==> src/rtl/keccak_round_ctrl.sv <==
// Round sequencer for the Keccak-f[1600] datapath: load, NUM_ROUNDS single-cycle
// rounds, write-back, then a done level and a sticky interrupt.
module keccak_round_ctrl #(
  parameter int NUM_ROUNDS = 24,
  parameter int CNT_W      = $clog2(NUM_ROUNDS)
) (
  input  logic             clk_i,
  input  logic             rst_ni,
  input  logic             start_i,
  input  logic             abort_i,
  input  logic             intr_en_i,
  input  logic             intr_clr_i,
  output logic             busy_o,
  output logic             done_o,
  output logic             load_o,
  output logic             round_en_o,
  output logic [CNT_W-1:0] round_idx_o,
  output logic             out_we_o,
  output logic             intr_o
);

  typedef enum logic [1:0] {
    IDLE  = 2'd0,
    LOAD  = 2'd1,
    ROUND = 2'd2,
    WB    = 2'd3
  } state_t;

  localparam logic [CNT_W-1:0] LAST_IDX = CNT_W'(NUM_ROUNDS - 1);

  state_t           state_reg, state_next;
  logic [CNT_W-1:0] cnt_reg, cnt_next;
  logic             done_reg, done_next;
  logic             intr_reg, intr_next;
  logic             wb_complete;

  always_ff @(posedge clk_i or negedge rst_ni) begin
    if (!rst_ni) begin
      state_reg <= IDLE;
      cnt_reg   <= '0;
      done_reg  <= 1'b0;
      intr_reg  <= 1'b0;
    end else begin
      state_reg <= state_next;
      cnt_reg   <= cnt_next;
      done_reg  <= done_next;
      intr_reg  <= intr_next;
    end
  end

  // An abort during WB still lets that cycle's write-back happen, but it is not a completion.
  assign wb_complete = (state_reg == WB) && !abort_i;

  always_comb begin
    state_next = state_reg;
    unique case (state_reg)
      IDLE:    if (start_i) state_next = LOAD;
      LOAD:    state_next = abort_i ? IDLE : ROUND;
      ROUND: begin
        if (abort_i)                   state_next = IDLE;
        else if (cnt_reg == LAST_IDX)  state_next = WB;
      end
      WB:      state_next = IDLE;
      default: state_next = IDLE;
    endcase

    // Counter only advances while remaining in ROUND, so it saturates at LAST_IDX.
    cnt_next = '0;
    if (state_reg == ROUND && state_next == ROUND) cnt_next = cnt_reg + CNT_W'(1);

    done_next = done_reg;
    if (state_reg == IDLE && start_i) done_next = 1'b0;
    if (wb_complete)                  done_next = 1'b1;

    intr_next = intr_reg;
    if (intr_clr_i)                   intr_next = 1'b0;
    if (wb_complete && intr_en_i)     intr_next = 1'b1;
  end

  always_comb begin
    busy_o      = (state_reg != IDLE);
    load_o      = (state_reg == LOAD);
    round_en_o  = (state_reg == ROUND);
    out_we_o    = (state_reg == WB);
    round_idx_o = (state_reg == ROUND) ? cnt_reg : '0;
    done_o      = done_reg;
    intr_o      = intr_reg;
  end

endmodule

==> config.mk <==
export PLATFORM = sky130hd
export DESIGN_NAME = keccak_round_ctrl
export DESIGN_NICKNAME = d
export VERILOG_FILES = /design/src/rtl/keccak_round_ctrl.sv
export SDC_FILE = /design/constraint.sdc
export NUM_CORES = 1
export LEC_CHECK = 0
export ABC_AREA = 0
export BUFFER_PORTS_ARGS = -buffer_cell sky130_fd_sc_hd__buf_2
export CAP_MARGIN = 25
export CORE_AREA = 2 2 39 41
export DETAILED_ROUTE_END_ITERATION = 10
export DIE_AREA = 0 0 41 43
export PLACE_DENSITY = 0.61
export SETUP_SLACK_MARGIN = 0.3
export SYNTH_ARGS = -nofsm -noshare
export SYNTH_HDL_FRONTEND = slang
export SYNTH_SLANG_ARGS = --single-unit
export TNS_END_PERCENT = 50
==> constraint.sdc <==
create_clock -name clk_i -period 1.7 [get_ports clk_i]
set_input_delay 0.34 -clock clk_i [delete_from_list [all_inputs] [get_ports clk_i]]
set_output_delay 0.34 -clock clk_i [all_outputs]
set_load 0.02 [all_outputs]
# [After elaboration in Yosys (flattened, before gate mapping)]
# Cells that the tools add are included.
[word_totals] in_bits=6 ramBits=0 latchBits=0 wordCells=30 mem_bits_ro=0 memories=0 reg_bits=9 out_inout_bits=11
[classes] div_mod_pow=0 n_eq_ne=5 reduce_logical=9 magnitude_cmp=0 n_bitwise=0 n_mul=0 shift=0 n_mux=11 addsub=1
[ops] operator="2-to-1 mux 5 bit" count=2
[ops] operator="2-to-1 mux 2 bit" count=4
[ops] operator="case mux 2 bit (4 select lines)" count=1
[ops] operator="== test 2 bit (second input constant)" count=3
[ops] operator="nonzero test 2 bit" count=3
[ops] operator="adder 5 x 1 -> 5 bit (second input constant)" count=1
[ops] operator="== test 5 bit (second input constant)" count=1
[ops] operator="logical AND 1 bit" count=4
[ops] operator="2-to-1 mux 1 bit" count=4
[ops] operator="== test 2 x 1 -> 1 bit (second input constant)" count=1
[ops] operator="zero test 2 bit" count=1
[ops] operator="zero test 1 bit" count=1

# [Depth between registers and ports, before layout]
# Gate-level depths: netlist (run 1).
[depth] word_depth=7 mapped_depth=4 mapped_depth_nobuf=4

# [Least setup slack after synthesis (run 1)]
# No wires, ideal clock.
[synth_path] path_kind="register to output" start="reg state_reg[0]" end="out round_idx_o[0]" setup_slack_ns=0.284 stages_incl_launch_ff=4 path_buffers=0 arrival_ns=1.076 required_time_ns=1.360 path_cell_list="dfrtp_1 -> nand2b_2 -> inv_1 -> and2_1"
[synth_via] elab_chain_cells=2
[synth_rtl] element="start, declared" line="31" rtl="state_t state_reg, state_next;"
[synth_rtl] element="start signal, assigned" line="44" rtl="state_reg <= state_next;"
[synth_rtl] element="== test 2 bit"
[synth_rtl] element="via round_en_o" line="16" rtl="output logic round_en_o,"
[synth_rtl] element="2-to-1 mux 5 bit" line="85" rtl="round_idx_o = (state_reg == ROUND) ? cnt_reg : '0;"
[synth_rtl] element="end, declared" line="17" rtl="output logic [CNT_W-1:0] round_idx_o,"
# The timed path passes the listed nets, and every way through them passes these cells.

# [Worst setup path after layout (run 1)]
[layout_path] start="reg state_reg[0]" end="out busy_o"
[layout_via] elab_chain_cells=1
[layout_rtl] element="nonzero test 2 bit" line="81" rtl="busy_o = (state_reg != IDLE);"
[layout_rtl] element="end, declared" line="13" rtl="output logic busy_o,"
# No other way between the ends.

==> results of run 1 <==
-- what timing repair did --
action | in CTS | in global routing
endpoints found under the hold margin | 9 | 0
setup endpoints to repair | 10 | 12
gates resized for setup | 23 | 1
hold buffers | 1 | 0
pin swaps | 1 | 1
setup buffers | 3 | 1
-- cell usage in the layout, fill, tap and decap left out --
cell type,Yosys,routed
nor2_1,2,2
inv_1,4,3
nand2_1,2,2
and2_4,0,5
nor2b_1,1,1
buf_6,0,7
or2_4,0,1
dlygate4sd3_1,0,1
buf_4,0,3
nand3b_1,1,1
ha_1,1,1
and4b_1,2,2
xnor2_1,1,1
buf_2,0,10
nor2_2,1,1
and2_1,6,1
nand3_1,1,1
nand2b_4,0,1
clkbuf_4,0,3
o21ba_2,1,1
dfrtp_2,0,1
a21oi_1,2,2
a32o_1,1,1
nand2b_1,1,1
dfrtp_1,9,8
o21ai_0,2,2
and2b_1,1,1
inv_6,0,1
or3_4,1,1
clkbuf_1,0,1
nor3_1,2,2
xor2_1,1,1
-- power breakdown --
part	switching [mW]	internal, mW	total, mW
sequential	0.0117	0.226	0.238
combinational	0.0585	0.0597	0.118
clock	0.0701	0.0902	0.160
-- kinds of logic after synthesis --
group	share of synthesized area, %
AND/OR/NAND/NOR	32.25
flip-flops	49.18
AO/OA/AOI/OAI	8.744
buffers and inverters	3.278
XOR/XNOR	3.826
adder cells (fa/ha/maj)	2.732
-- stage by stage --
| step | hold slack (ns) | utilization (%) | cells | total power, mW |
|---|---|---|---|---|
| 4_1_cts | 0.3031 | 49.28 | 85 | 0.5192 |
| 5_1_grt | 0.3088 | 50.00 | 86 | 0.5469 |
| 3_3_place_gp | 0.2006 | 40.51 | 77 | 0.3245 |
| 2_1_floorplan | 0.04441 | - | 45 | 0.2912 |
| 3_5_place_dp | 0.1978 | 40.51 | 77 | 0.3249 |
| 6_report | 0.3075 | 50.00 | 86 | 0.5163 |
-- worst min path at each step --
stage                     startpoint                   end  slack (ns)  depth (start not counted)
after CTS                    abort_i  cnt_reg[4]$_DFF_PN0_        0.30                          2
after global routing         abort_i  cnt_reg[4]$_DFF_PN0_        0.31                          2
after detailed placement      rst_ni  cnt_reg[3]$_DFF_PN0_        0.20                          1
after global placement        rst_ni  cnt_reg[1]$_DFF_PN0_        0.20                          1
after floorplan               rst_ni  cnt_reg[0]$_DFF_PN0_        0.04                          0
final                        abort_i  cnt_reg[4]$_DFF_PN0_        0.31                          2
-- worst reg2reg max path: stages (launching register included) --
cell and delay (ns):
dfrtp_1 0.40, ha_1 0.25, and4b_1 0.23, or3_4 0.35, nor2_1 0.11
-- metal layers --
layer	wire, um	share of wire (%)
met5	0	0
met4	19	2.2
met3	15	1.7
met2	424	49
met1	411	47
-- area by class of cell --
type	count	area, um2
multi-input combinational	32	237.7
clock buffer	4	26.28
timing repair buffer	21	161.4
fill	130	691.9
sequential	9	226.5
inverter	4	20.02
tap	16	20.02
==> results.py, run 1 <==
metrics = {
    "synth": {
        "syn_nets": 52,
        "synthTopCellsByArea": "dfrtp_1, and2_1, and4b_1, inv_1, ha_1",
        "synth_area_leader_cell": "dfrtp_1",
        "netlist.area_leader.share_pct": 49.18,
        "synth_flop_cell": "dfrtp_1",
        "synth_commonest_cells": "dfrtp_1, and2_1, inv_1",
        "synth_edf_count": 0,
        "synth_seq_cells": 9,
        "post-synth-top-count-cell": "dfrtp_1",
        "yosysWarnings": 0,
        "ys_types": 23,
        "syn_area_per_cell_um2": 10.18,
        "yosysSeqAreaShare_pct": 49.18,
        "async_flop_share_pct": 100.0,
        "syn_area_um2": 457.9,
        "synth_cells": 45,
    },
    "drt": {
        "drt_pre_antenna_iters": 2,
        "vias": 386,
        "ant_nets": 0,
        "post_drt_wl_per_cell_um": 10.14,
        "drc": 0,
        "drt-vias-per-instance": 4.488,
        "dr.first_iter.drc_count": 2,
        "finalWirelength_um": 872,
    },
    "clock_network": {
        "cts.clk_slew.worst_paths_ns": 0.06,
        "numClockSinks": 9,
        "clockRootBuffer": "clkbuf_4",
        "cts_inserted_buffers": 3,
        "clock_latency_ns": 0.25,
        "cts_tree": "done",
        "htree_levels": 1,
        "clock_path_buffers": 2,
    },
    "setup_path": {
        "cp-endpoint": "busy_o",
        "worst-path-stages": 3,
        "critPathMaxStageDelay_ns": 0.39,
        "critPathLaunchType": "flop",
        "crit_family": "flip-flops",
        "r2r_slack_ns": 0.28,
        "end_kind": "output port",
        "reg2regPathDepth": 4,
        "cp_slowest_cell": "dfrtp_1",
        "critPathMostFrequentCell": "buf_6",
        "path_cells": "buf_6 -> or2_4 -> buf_6",
        "reg2reg_to": "cnt_reg[0]$_DFF_PN0_",
        "crit_required_ns": 1.36,
        "cp-startpoint": "state_reg[0]$_DFF_PN0_",
        "rr_startpoint": "cnt_reg[0]$_DFF_PN0_",
        "cp_num_buf_inv": 2,
        "worstPathMaxFanout": 4,
        "arrival_ns": 1.14,
        "crit_type": "reg -> out",
    },
    "job": {
        "max_cap_violations": 0,
    },
    "place": {
        "routabilityCongestion": 0.7126,
        "place.port_buffers": 16,
        "hpwlAfterDp_um": 640.8,
        "dpl_worst_slack_ns": 0.2643,
        "dpl_cell_area_um2": 560.5,
    },
    "die": {
        "dieArea_um2": 1763,
        "io_pins": 17,
        "start_util_pct": 33.09,
        "core.rowCount": 14,
        "core_um2": 1384,
        "die_h_um": 43,
        "die_x_um": 41,
    },
    "sta": {
        "grt_setup_unrepaired": "true",
        "fmax_ghz": 0.6776,
        "fin_skew_ns": 0.002375,
        "setup_viol": 0,
        "period_minus_slack_ns": 1.476,
        "slew_headroom_pct": 86.73,
        "drv_slew": 0,
        "setup_tns_ns": 0,
        "layout_setup_ws_ns": 0.2242,
        "hold_violations": 0,
        "finalCritPeriodShare_pct": 86.81,
        "worstMarginPinSlew_ns": 0.1991,
    },
    "global_route": {
        "track_usage_pct": 12.21,
        "first_global_vias": 338,
        "grt_first_pass_wirelength_mm": 1.345,
        "overflow": 0,
        "grt_max_degree": 10,
        "top_usage_layer": "met1",
        "use_met1_pct": 16.11,
        "use_met3_pct": 3.141,
        "antenna_found_initial": 0,
        "gr-usage-met2_pct": 15.00,
    },
    "finish": {
        "finalNetCount": 78,
        "final_area_um2": 691.9,
        "diodes": 0,
        "largest_register_ffs": 5,
        "area_growth_pct": 51.09,
        "drive_gt1_share_pct": 50.00,
    },
    "power_and_ir_drop": {
        "p_per_area_nw_per_um2": 746.1,
        "p_leak_nw": 0.3562,
        "peakVddDrop_mv": 0.3295,
    },
    "outcome": {
        "status": "completed",
    },
    "worst_hold_path": {
        "min_path_type": "in -> reg",
    },
}
No activity file was read; power rests on OpenSTA's default activity.
==> run 2: changes to the inputs <==
- clock period: 1.7 -> 1.55 ns (I/O delays scaled with it)
==> results.py, run 2 (synthesis results as in run 1) <==
metrics = {
    "clock_network": {
        "clock_path_buffers": 2,
        "cts_inserted_buffers": 3,
        "clock_latency_ns": 0.25,
        "numClockSinks": 9,
        "cts.clk_slew.worst_paths_ns": 0.06,
        "htree_levels": 1,
        "cts_tree": "done",
        "clockRootBuffer": "clkbuf_4",
    },
    "place": {
        "place.port_buffers": 16,
        "dp_cells": 77,
        "dpl_cell_area_um2": 569.3,
        "dpl_worst_slack_ns": 0.2100,
        "routabilityCongestion": 0.7050,
        "hpwlAfterDp_um": 692.4,
    },
    "finish": {
        "finalNetCount": 79,
        "final_common_cell": "buf_2",
        "diodes": 0,
        "drive_gt1_share_pct": 52.11,
        "most-common-layout-cells": "buf_2, dfrtp_1, buf_6, and2_4, buf_4",
        "nFillCells": 138,
        "fin_cells": 87,
        "final_area_um2": 699.4,
        "final_util_pct": 50.54,
        "area_growth_pct": 52.73,
        "largest_register_ffs": 5,
    },
    "power_and_ir_drop": {
        "p_leak_nw": 0.3595,
        "peakVddDrop_mv": 0.3871,
        "finalPower_mw": 0.5654,
        "p_per_area_nw_per_um2": 808.3,
    },
    "drt": {
        "finalWirelength_um": 926,
        "dr.first_iter.drc_count": 3,
        "drc": 0,
        "drt_pre_antenna_iters": 4,
        "post_drt_wl_per_cell_um": 10.64,
        "ant_nets": 0,
        "drt-vias-per-instance": 4.747,
        "vias": 413,
    },
    "sta": {
        "fmax_ghz": 0.6833,
        "grt_setup_unrepaired": "true",
        "drv_slew": 0,
        "setup_tns_ns": 0,
        "period_minus_slack_ns": 1.464,
        "slew_headroom_pct": 86.77,
        "setup_viol": 0,
        "finalCritPeriodShare_pct": 94.43,
        "fin_skew_ns": 0.001361,
        "layout_setup_ws_ns": 0.08641,
        "worstMarginPinSlew_ns": 0.1984,
        "holdWs_ns": 0.2861,
        "hold_violations": 0,
    },
    "setup_path": {
        "critPathLaunchType": "flop",
        "arrival_ns": 1.15,
        "end_kind": "output port",
        "crit_type": "reg -> out",
        "worstPathMaxFanout": 7,
        "crit_required_ns": 1.24,
    },
    "die": {
        "dieArea_um2": 1763,
        "die_x_um": 41,
        "io_pins": 17,
        "die_h_um": 43,
        "core.rowCount": 14,
        "start_util_pct": 33.09,
        "core_um2": 1384,
    },
    "global_route": {
        "first_global_vias": 375,
        "grt_max_degree": 10,
        "track_usage_pct": 14.37,
        "overflow": 0,
        "grt_first_pass_wirelength_mm": 1.628,
        "antenna_found_initial": 0,
    },
    "job": {
        "max_cap_violations": 0,
    },
    "worst_hold_path": {
        "min_path_type": "in -> reg",
    },
    "outcome": {
        "status": "completed",
    },
}
run 2: changes by cell type in the layout (fill, tap and decap cells not counted), sizes merged:
cell  change
buf       +1
run 2: path summary, 6_finish.rpt:
path	start	to	cells past startpoint	slack [ns]
max	state_reg[0]$_DFF_PN0_	round_idx_o[2]	4	0.09
min	abort_i	cnt_reg[4]$_DFF_PN0_	2	0.29
max in group asynchronous	rst_ni	state_reg[1]$_DFF_PN0_	2	0.93
max reg2reg	cnt_reg[0]$_DFF_PN0_	cnt_reg[3]$_DFF_PN0_	4	0.21
min reg2reg	cnt_reg[0]$_DFF_PN0_	cnt_reg[0]$_DFF_PN0_	1	0.49
min in group asynchronous	rst_ni	cnt_reg[4]$_DFF_PN0_	2	0.43
run 2: area by class of cell:
type / count / area, um2 / share of cell area (%)
clock buffer: 4 / 26.28 / 3.757
inverter: 4 / 17.52 / 2.504
multi-input combinational: 32 / 237.7 / 33.99
sequential: 9 / 226.5 / 32.38
tap: 16 / 20.02 / 2.862
timing repair buffer: 22 / 171.4 / 24.51
run 2: worst max-delay path: stages, from the launching register on:
cell and delay (ns):
dfrtp_1 0.41, nand2b_4 0.17, inv_4 0.08, and2_4 0.14, buf_6 0.11
run 2: per-layer routing:
| layer | wire, um | global-route usage (%) |
|---|---|---|
| met5 | 0 | 0 |
| met1 | 382 | 18.58 |
| met3 | 26 | 3.141 |
| met4 | 27 | 12.00 |
| met2 | 489 | 19.38 |
run 2: what timing repair did:
item,CTS,global route
pin swaps,0,0
resized for setup,19,2
endpoints found under the hold margin,9,0
setup endpoints to repair,12,12
buffers inserted,4,1
hold buffers,1,0
run 2: power breakdown:
group	switching (mW)	leakage [nW]	internal [mW]
clock network	0.0734	0.0150	0.0987
registers	0.0126	0.122	0.248
logic	0.0645	0.223	0.0680
total	0.151	0.360	0.415
